<file path="src/rtl/mlp_io_pkg.sv">
// mlp_io_pkg: shared constants and types for the Pendigits MLP stream frontend.
package mlp_io_pkg;
  localparam int NUM_A = 16;
  localparam int WIDTH_A = 4;
  localparam int OUTWIDTH = 4;
  typedef enum logic [1:0] {LOAD, SETTLE, RESULT} state_t;
  typedef logic [WIDTH_A-1:0] feat_t;
endpackage

</file>
<file path="src/rtl/mlp_stream_frontend.sv">
// mlp_stream_frontend: assembles a feature stream into the classifier input, waits a settle
// window, then returns the captured class over a valid/ready handshake.
module mlp_stream_frontend
  import mlp_io_pkg::*;
#(
  parameter int SETTLE_CYCLES = 4,
  parameter int CNT_W = 16
) (
  input  logic                       clk,
  input  logic                       rst_n,
  input  logic                       in_valid,
  output logic                       in_ready,
  input  logic [WIDTH_A-1:0]         in_data,
  input  logic                       in_last,
  output logic [NUM_A*WIDTH_A-1:0]   cls_inp,
  input  logic [OUTWIDTH-1:0]        cls_out,
  output logic                       out_valid,
  input  logic                       out_ready,
  output logic [OUTWIDTH-1:0]        out_class,
  output logic                       frame_err,
  output logic [CNT_W-1:0]           sample_cnt
);
  localparam int IDX_W = $clog2(NUM_A);
  localparam int SC_W = SETTLE_CYCLES > 1 ? $clog2(SETTLE_CYCLES) : 1;
  localparam logic [IDX_W-1:0] IDX_LAST = IDX_W'(NUM_A - 1);
  localparam logic [SC_W-1:0] CNT_LAST = SC_W'(SETTLE_CYCLES - 1);
  state_t state_q, state_d;
  logic [IDX_W-1:0] idx_q, idx_d;
  logic [SC_W-1:0] cnt_q, cnt_d;
  feat_t feat_q [NUM_A];
  feat_t feat_d [NUM_A];
  logic out_valid_q, out_valid_d;
  logic [OUTWIDTH-1:0] out_class_q, out_class_d;
  logic frame_err_q, frame_err_d;
  logic [CNT_W-1:0] sample_cnt_q, sample_cnt_d;
  always_comb begin
    state_d = state_q;
    idx_d = idx_q;
    cnt_d = cnt_q;
    feat_d = feat_q;
    out_valid_d = out_valid_q;
    out_class_d = out_class_q;
    frame_err_d = 1'b0;
    sample_cnt_d = sample_cnt_q;
    case (state_q)
      LOAD: if (in_valid) begin
        feat_d[idx_q] = in_data;
        if (idx_q == IDX_LAST) begin
          idx_d = '0;
          cnt_d = '0;
          state_d = SETTLE;
          frame_err_d = !in_last;
        end else if (in_last) begin
          idx_d = '0;
          frame_err_d = 1'b1;
        end else begin
          idx_d = idx_q + IDX_W'(1);
        end
      end
      SETTLE: begin
        cnt_d = cnt_q + SC_W'(1);
        if (cnt_q == CNT_LAST) begin
          out_class_d = cls_out;
          out_valid_d = 1'b1;
          state_d = RESULT;
        end
      end
      RESULT: if (out_ready) begin
        out_valid_d = 1'b0;
        sample_cnt_d = sample_cnt_q + CNT_W'(1);
        state_d = LOAD;
      end
      default: state_d = LOAD;
    endcase
  end
  always_ff @(posedge clk or negedge rst_n) begin
    if (!rst_n) begin
      state_q <= LOAD;
      idx_q <= '0;
      cnt_q <= '0;
      for (int i = 0; i < NUM_A; i++) feat_q[i] <= '0;
      out_valid_q <= 1'b0;
      out_class_q <= '0;
      frame_err_q <= 1'b0;
      sample_cnt_q <= '0;
    end else begin
      state_q <= state_d;
      idx_q <= idx_d;
      cnt_q <= cnt_d;
      feat_q <= feat_d;
      out_valid_q <= out_valid_d;
      out_class_q <= out_class_d;
      frame_err_q <= frame_err_d;
      sample_cnt_q <= sample_cnt_d;
    end
  end
  for (genvar i = 0; i < NUM_A; i++) begin : g_pack
    assign cls_inp[i*WIDTH_A +: WIDTH_A] = feat_q[i];
  end
  assign in_ready = state_q == LOAD;
  assign out_valid = out_valid_q;
  assign out_class = out_class_q;
  assign frame_err = frame_err_q;
  assign sample_cnt = sample_cnt_q;
endmodule

</file>
<file path="config.mk">
export PLATFORM = sky130hd
export DESIGN_NAME = mlp_stream_frontend
export DESIGN_NICKNAME = d
export VERILOG_FILES = /design/src/rtl/mlp_io_pkg.sv /design/src/rtl/mlp_stream_frontend.sv
export SDC_FILE = /design/constraint.sdc
export NUM_CORES = 1
export LEC_CHECK = 0
export BUFFER_PORTS_ARGS = -buffer_cell sky130_fd_sc_hd__buf_4
export CAP_MARGIN = 20
export CORE_ASPECT_RATIO = 1.25
export CORE_UTILIZATION = 57
export CTS_BUF_LIST = sky130_fd_sc_hd__clkbuf_16
export CTS_CLUSTER_SIZE = 30
export DETAILED_ROUTE_END_ITERATION = 10
export GPL_TIMING_DRIVEN = 0
export HOLD_SLACK_MARGIN = 0.05
export PLACE_DENSITY = 0.85
export SYNTH_ARGS = -nofsm -noshare
export SYNTH_HDL_FRONTEND = slang
export SYNTH_SLANG_ARGS = --single-unit
</file>
<file path="constraint.sdc">
create_clock -name clk -period 3.2 [get_ports clk]
set_input_delay 0.16 -clock clk [delete_from_list [all_inputs] [get_ports clk]]
set_output_delay 0.16 -clock clk [all_outputs]
set_load 0.01 [all_outputs]
</file>
==> flow_summary.ini, run 1 <==
[floorplan]
fp.dieH_um = 94.6
std_cell_rows = 33
core-area_mm2 = 0.00661
initial_core_util = 0.592
die_area_mm2 = 0.00720
io_pins = 100
die_w_um = 76.1

[critical_path]
r2r-start = state_q[0]
cp.required_ns = 3.42
rr_worst_depth = 6
end_kind = flop
critPathKind = reg -> reg
arrival_ns = 2.15
cp-start-kind = flop
regToRegSetupSlack_ns = 1.27
r2r-end = cls_inp[49]
worstPathMaxFanout = 10

[logic_synthesis]
synth_area_per_cell_um2 = 13.7
syn_inst = 285
synthesis.area_mm2 = 0.00391
synth-seq-cells = 94
ys_seq_area_frac = 0.601
synth.distinct_cells = 34
syn-num-nets = 304
yosysWarnings = 0

[global_routing]
grt-ovfl-total = 0
grt_max_degree = 95
grt_pass1_wl_mm = 14.0
gr-usage-all-layers = 0.257
use_met3 = 0.0647
grt_pass1_vias = 2707
busiest_layer = met2
grtUsageMet1 = 0.310
grt_antenna_before_repair = 0
use_met2 = 0.451

[sta]
hold_violations = 0
tightestPinTransition_ns = 0.516
rsz0062_at_grt = no
clock_skew_ns = 0.00629
finalCriticalPeriod_ns = 1.93
fmax_mhz = 519
fin_setup_tns_ns = 0
setup_violations = 0
maxSlewHeadroom = 0.656
slew_viol_final = 0
period_share = 0.602

[cts]
cts_max_level = 3
cts_root_buf = clkbuf_16
cts_made_buffers = 9
insertion_delay_ns = 0.34
cts_buffer_depth = 2
clkTransAtPathRegs_ns = 0.06
ctsResizeCount = 0
cts_tree = built
post_cts_buffers = 0
clock_sinks = 94

[placement]
placed_cell_area_mm2 = 0.00476
io_buffers = 98
gp_congestion = 0.754
dp_hpwl_mm = 5.77

[detailed_routing]
vias_per_cell = 5.42
first_pass_iters = 4
vias = 2657
ant_nets = 0
routedWlPerCell_um = 17.4
first_iter_violations = 98
wl_mm = 8.51
post-route-drc-count = 0

[power_and_ir_drop]
powerDensity_mw_per_mm2 = 622
p_leak_nw = 2.65
power.total_mw = 3.19
ir_worst_vdd_v = 0.000401

[final_layout]
layout-drive-gt1-share = 0.476
fillerInstances = 446
final_core_util = 0.777
area_growth_pct = 31.1
antennaDiodeCount = 0
finalNetCount = 417
finish.instance_area_mm2 = 0.00513

[min_path]
holdPathStages = 2
min_to = out_class[2]
hp-start = cls_out[2]
min_path_type = in -> reg

[flow_run]
maxCapViolations = 0

[run_status]
outcome = finished clean
[repair_timing]
item | 4_1_cts | 5_1_grt
setup endpoints to repair | 0 | 0
hold endpoints to repair | 2 | 19
hold buffers | 2 | 1
[synth_stat cells]
library cell   count  share of area
dfrtp_1           94           0.60
mux2_2            61           0.18
nand2_1           23          0.022
nor2_1            10         0.0096
xnor2_1           10          0.022
clkbuf_1           9         0.0086
o21ai_0            9          0.012
and3_1             8          0.013
mux2_4             8          0.031
ha_1               6          0.019
nand3_1            6         0.0077
xor2_1             6          0.013
inv_1              5         0.0048
a21oi_1            3         0.0038
a21o_1             2         0.0038
nand4_1            2         0.0032
nor2b_1            2         0.0032
nor4_1             2         0.0032
o31ai_1            2         0.0038
or2b_2             2         0.0045
or3_4              2         0.0058
and2b_2            1         0.0022
and4_1             1         0.0022
buf_6              1         0.0029
clkbuf_2           1         0.0013
clkbuf_8           1         0.0035
dlygate4sd1_1      1         0.0022
nand2b_1           1         0.0016
nand3b_1           1         0.0019
nand4b_1           1         0.0022
nor3_1             1         0.0013
nor3_2             1         0.0026
o41ai_1            1         0.0022
or3b_4             1         0.0029
[cell type report]
type	instances	area (µm²)	share of cell area
timing repair buffer	102	793	0.155
sequential	94	2350	0.458
multi-input combinational	173	1470	0.286
clock inverter	7	91.3	0.0178
inverter	5	18.8	0.00366
clock buffer	9	225	0.0439
tap	87	109	0.0212
buffer	13	72.6	0.0141
[worst max path at each step]
stage,start,endpoint,cells past startpoint
after floorplan,state_q[1],cls_inp[48],6
after global placement,state_q[0],cls_inp[49],6
after detailed placement,state_q[0],cls_inp[51],6
after CTS,state_q[0],cls_inp[49],6
after global routing,state_q[0],cls_inp[55],6
final,state_q[0],cls_inp[49],6
[power by group]
group	internal, mW	switching, mW
Clock	0.680	0.433
Sequential	1.35	0.108
Combinational	0.358	0.261
[cell usage in the layout (no fill, tap or decap), types with 3 or more instances in the layout]
cell,Yosys,layout
dlygate4sd3_1,0,3
ha_1,6,6
inv_1,5,7
and3_1,8,8
mux2_2,61,61
nand3_1,6,6
nor2_1,10,10
clkbuf_16,0,9
buf_4,0,98
nand2_1,23,23
mux2_4,8,8
dfrtp_1,94,94
a21oi_1,3,3
xor2_1,6,6
xnor2_1,10,10
o21ai_0,9,9
clkbuf_1,9,9
[through the flow]
stage                     hold WS (ns)  cells  worst slack, ns
after floorplan                 -0.136    285             1.46
after global placement           0.382    470             1.34
after detailed placement         0.386    470             1.30
after CTS                       0.0537    488             1.28
after global routing            0.0608    490             1.08
final                           0.0600    490             1.27
[worst max-delay path: stages (launching register included)]
cell	delay (ns)
dfrtp_1	0.36
clkbuf_2	0.16
nor2_1	0.23
and3_1	0.29
and3_1	0.18
clkbuf_1	0.21
mux2_2	0.38
[cell families after synthesis]
group / synth area share
compound gates: 0.0253
xor+xnor: 0.0358
fa+ha+maj: 0.0192
buf+inv: 0.0233
flops: 0.601
mux: 0.206
simple gates: 0.0889
[routing by layer]
layer	vias up	wire, µm
met2	86	4500
met5	-	0
met4	0	184
met3	17	421
li1	1215	-
met1	1339	3400
[state kept, by name (all words and copies together), names as in the netlist]
register    count
out_valid       1
idx_q           4
cnt_q           2
out_class       4
state_q         2
cls_inp        64
sample_cnt     16
frame_err       1
No activity file was read; power rests on OpenSTA's default activity.
==> inputs of run 2 (changes only) <==
CORE_UTILIZATION = 53   (was 57)
PLACE_DENSITY = 0.8   (was 0.85)
clock period = 1.9 ns   (was 3.2 ns; I/O delays follow)
==> run 2 against run 1 <==
  * Largest power group unchanged
  * Worst setup slack worse by 1.2 ns
  * Via count fell by 3.7%
  * Non-clock buffer count is 2 higher
==> flow_summary.ini, run 2 (synthesis gave the netlist of run 1 again) <==
[final_layout]
layout-drive-gt1-share = 0.481
final_common_cell = buf_4
final_core_util = 0.727
finalNetCount = 419
final_cell_mix = buf_4, dfrtp_1, mux2_2
area_growth_pct = 31.2
antennaDiodeCount = 0
largest_reg_flops = 64

[flow_run]
maxCapViolations = 0

[critical_path]
end_kind = flop
setup.worst_path.start = state_q[0]
worstPathMaxFanout = 10
arrival_ns = 2.04
r2r-start = state_q[0]
critPathKind = reg -> reg
cp.required_ns = 2.12
cp-start-kind = flop

[sta]
clock_skew_ns = 0.00842
finalCriticalPeriod_ns = 1.82
slew_viol_final = 0
maxSlewHeadroom = 0.653
hold_violations = 0
period_share = 0.959
setup_violations = 0
tightestPinTransition_ns = 0.520
rsz0062_at_grt = no
fmax_mhz = 549
fin_setup_tns_ns = 0

[cts]
cts_root_buf = clkbuf_16
post_cts_buffers = 0
cts_made_buffers = 9
clock_sinks = 94
clkTransAtPathRegs_ns = 0.07
cts_buffer_depth = 2
insertion_delay_ns = 0.34
cts_tree = built
cts_max_level = 3

[floorplan]
fp.dieH_um = 98.1
die_area_mm2 = 0.00773
std_cell_rows = 34
initial_core_util = 0.554
io_pins = 100
core-area_mm2 = 0.00706
die_w_um = 78.9

[power_and_ir_drop]
clockPowerShare = 0.321
p_comb_frac = 0.202
powerDensity_mw_per_mm2 = 1000
ir_worst_vdd_v = 0.000632
p_sw_frac = 0.265
pwr-share-seq = 0.476
p_sw_mw = 1.36
p_int_mw = 3.77
p_leak_nw = 2.64

[global_routing]
grt_pass1_wl_mm = 13.4
grt-ovfl-total = 0
grt_max_degree = 57
gr-usage-all-layers = 0.228
grt_antenna_before_repair = 0
grt_pass1_vias = 2699

[detailed_routing]
first_pass_iters = 4
vias = 2560
post-route-drc-count = 0
routedWlPerCell_um = 16.9
wl_mm = 8.38
ant_nets = 0
vias_per_cell = 5.17
first_iter_violations = 87

[placement]
gp_congestion = 0.781
io_buffers = 98
dp_hpwl_mm = 5.96

[min_path]
hp-start = in_data[3]
min_path_type = in -> reg

[run_status]
outcome = finished clean
run 2: cell count changes in the layout (fill, tap and decap cells not counted), moves of 2 or more:
cell           delta
inv_6             +2
bufinv_16         -2
dlygate4sd3_1     +5
clkbuf_1          -3
inv_1             -2
run 2: cell type report:
type	count	area (µm²)
well taps	90	113
inverters	5	18.8
repair buffers	107	843
multi-input cells	173	1470
fillers	512	1930
clock buffers	9	225
plain buffers	10	61.3
flip-flops and latches	94	2350
clock inverters	7	48.8
run 2: metal layers:
layer / GRT usage / vias to the layer above / share of wire
met2: 0.402 / 72 / 0.52
met4: 0.0881 / 0 / 0.016
met1: 0.268 / 1265 / 0.40
met5: 0 / - / 0
li1: - / 1211 / -
met3: 0.0533 / 12 / 0.057
run 2: power by group through the flow:
| stage | Sequential [mW] | Clock [mW] | Combinational (mW) |
|---|---|---|---|
| 5_1_grt | 2.47 | 1.74 | 1.12 |
| 3_5_place_dp | 2.48 | 0 | 1.03 |
| 3_3_place_gp | 2.46 | 0 | 0.987 |
| 2_1_floorplan | 2.58 | 0 | 0.343 |
| 4_1_cts | 2.45 | 1.67 | 1.05 |
| 6_report | 2.44 | 1.65 | 1.04 |
run 2: per-stage QoR:
step	total power [mW]	instance area [µm²]	cells	setup slack [ns]	hold WS (ns)
after global placement	3.45	4760	473	-0.0523	0.318
after CTS	5.17	5140	497	0.00980	0.0616
after detailed placement	3.52	4790	474	-0.0956	0.100
after global routing	5.33	5130	495	0.0136	0.0680
final	5.13	5130	495	0.0782	0.0728
after floorplan	2.92	3910	285	0.157	-0.201
run 2: worst paths after layout:
check,slack [ns],depth (start not counted),to
max,0.08,4,cls_inp[15]
max in group asynchronous,0.97,3,cls_inp[8]
min reg2reg,0.49,1,sample_cnt[15]
min,0.07,2,cls_inp[59]
min in group asynchronous,0.28,2,cls_inp[30]
max reg2reg,0.08,4,cls_inp[15]
run 2: critical path, stage by stage (launching register included):
cell and delay [ns]:
dfrtp_1 0.36, clkbuf_2 0.17, or3b_4 0.42, or3_4 0.43, mux2_4 0.32
run 2: repair_timing:
action,in CTS,in global routing
endpoints found under the setup margin,12,8
gates resized for setup,2,0
hold endpoints to repair,48,0
hold buffers,8,0
==> inputs of run 3 (changes only) <==
CORE_UTILIZATION = 57   (was 53)
PLACE_DENSITY = 0.85   (was 0.8)
REMOVE_ABC_BUFFERS = 1   (was unset)
clock period = 2.2 ns   (was 1.9 ns; I/O delays follow)
==> run 3 against run 2 <==
  * Sequential cell count unchanged
  * Cell area down 1.1%
  * Via count up 0.98%
  * Clock-buffer cell count unchanged
  * Critical path depth down 1
  * Non-clock buffer count down 10
  * Clock skew down 0.0011 ns
  * Hold slack better by 0.11 ns
  * Sequential share of layout area up 0.50 points
  * Highest routed layer unchanged
==> flow_summary.ini, run 3 (synthesis gave the netlist of run 1 again) <==
[run_status]
outcome = finished clean

[detailed_routing]
vias = 2585
routedWlPerCell_um = 16.7
first_pass_iters = 4
post-route-drc-count = 0
ant_nets = 0
vias_per_cell = 5.36
wl_mm = 8.03
first_iter_violations = 138

[placement]
dp_hpwl_mm = 5.38
pre_cts_ws_ns = 0.364
gp_congestion = 0.757
io_buffers = 99

[final_layout]
finalNetCount = 409
largest_reg_flops = 64
antennaDiodeCount = 0
final_common_cell = buf_4
fillerInstances = 445
final_core_util = 0.769
final_cell_mix = buf_4, dfrtp_1, mux2_2
layout-drive-gt1-share = 0.481
area_growth_pct = 29.8

[critical_path]
critPathKind = reg -> reg
worstPathMaxFanout = 13
end_kind = flop
max_stage_delay_ns = 0.51
crit_slowest_cell = or3b_4
cp.required_ns = 2.41
regToRegSetupSlack_ns = 0.33
arrival_ns = 2.08
crit_chain = or3b_4 > or3_4 > mux2_4
cp-start-kind = flop

[power_and_ir_drop]
power.total_mw = 4.49
p_leak_nw = 2.62
ir_worst_vdd_v = 0.000477
powerDensity_mw_per_mm2 = 885

[sta]
holdWs_ns = 0.182
period_share = 0.849
slew_viol_final = 0
fin_setup_tns_ns = 0
timing.final.ws_setup_ns = 0.332
rsz0062_at_grt = no
tightestPinTransition_ns = 0.549
setup_violations = 0
finalCriticalPeriod_ns = 1.87
hold_violations = 0
fmax_mhz = 535
maxSlewHeadroom = 0.634
clock_skew_ns = 0.00731

[global_routing]
grt_pass1_wl_mm = 13.2
grt_max_degree = 95
grt_antenna_before_repair = 0
grt_pass1_vias = 2621
gr-usage-all-layers = 0.242
grt-ovfl-total = 0

[min_path]
min_path_type = in -> reg

[floorplan]
core-area_mm2 = 0.00661
std_cell_rows = 33
initial_core_util = 0.592
fp.dieH_um = 94.6
die_w_um = 76.1
io_pins = 100
die_area_mm2 = 0.00720

[cts]
clock_sinks = 94
post_cts_buffers = 0
cts_buffer_depth = 2
insertion_delay_ns = 0.33
cts_max_level = 3
cts_root_buf = clkbuf_16
cts_made_buffers = 9
clkTransAtPathRegs_ns = 0.06
cts_tree = built

[flow_run]
maxCapViolations = 0
==> run 3: worst paths after layout <==
path                                startpoint        endpoint  cells past startpoint
max in group asynchronous                rst_n     cls_inp[50]                      3
worst min-delay path                in_data[2]     cls_inp[26]                      2
worst min register to register  sample_cnt[15]  sample_cnt[15]                      1
worst max register to register      state_q[1]     cls_inp[28]                      3
worst max-delay path                state_q[1]     cls_inp[28]                      3
min in group asynchronous                rst_n     cls_inp[40]                      2
==> run 3: layout make-up <==
class	instances	area [µm²]	share of cell area
clock inverter	7	65.1	0.0128
clock buffer	9	225	0.0443
inverter	5	18.8	0.00369
timing repair buffer	107	841	0.166
tap	87	109	0.0214
sequential	94	2350	0.463
multi-input combinational	173	1470	0.289
==> run 3: critical path, delay by kind of cell, from the launching register on <==
kind / cells / cell delay, ns
flops: 1 / 0.48
mux: 1 / 0.31
simple gates: 2 / 0.95
==> run 3: through the flow <==
stage	std cells	cell area, µm²
2_1_floorplan	272	3840
3_3_place_gp	458	4690
3_5_place_dp	458	4690
4_1_cts	481	5050
5_1_grt	482	5080
6_report	482	5080
==> run 3: where the power goes <==
part           internal (mW)  switching [mW]  total (mW)
sequential              1.97           0.147        2.11
combinational          0.523           0.372       0.894
clock                  0.870           0.616        1.49
total                   3.36            1.13        4.49
==> run 3: repair_timing <==
item,in CTS,in global routing
hold buffers,7,0
gates resized for setup,0,0
hold endpoints to repair,14,0
==> run 3: layer usage <==
layer	share of wire	GRT usage
met2	0.51	0.417
met5	0	0
met1	0.44	0.301
met3	0.043	0.0483
met4	0.013	0.101
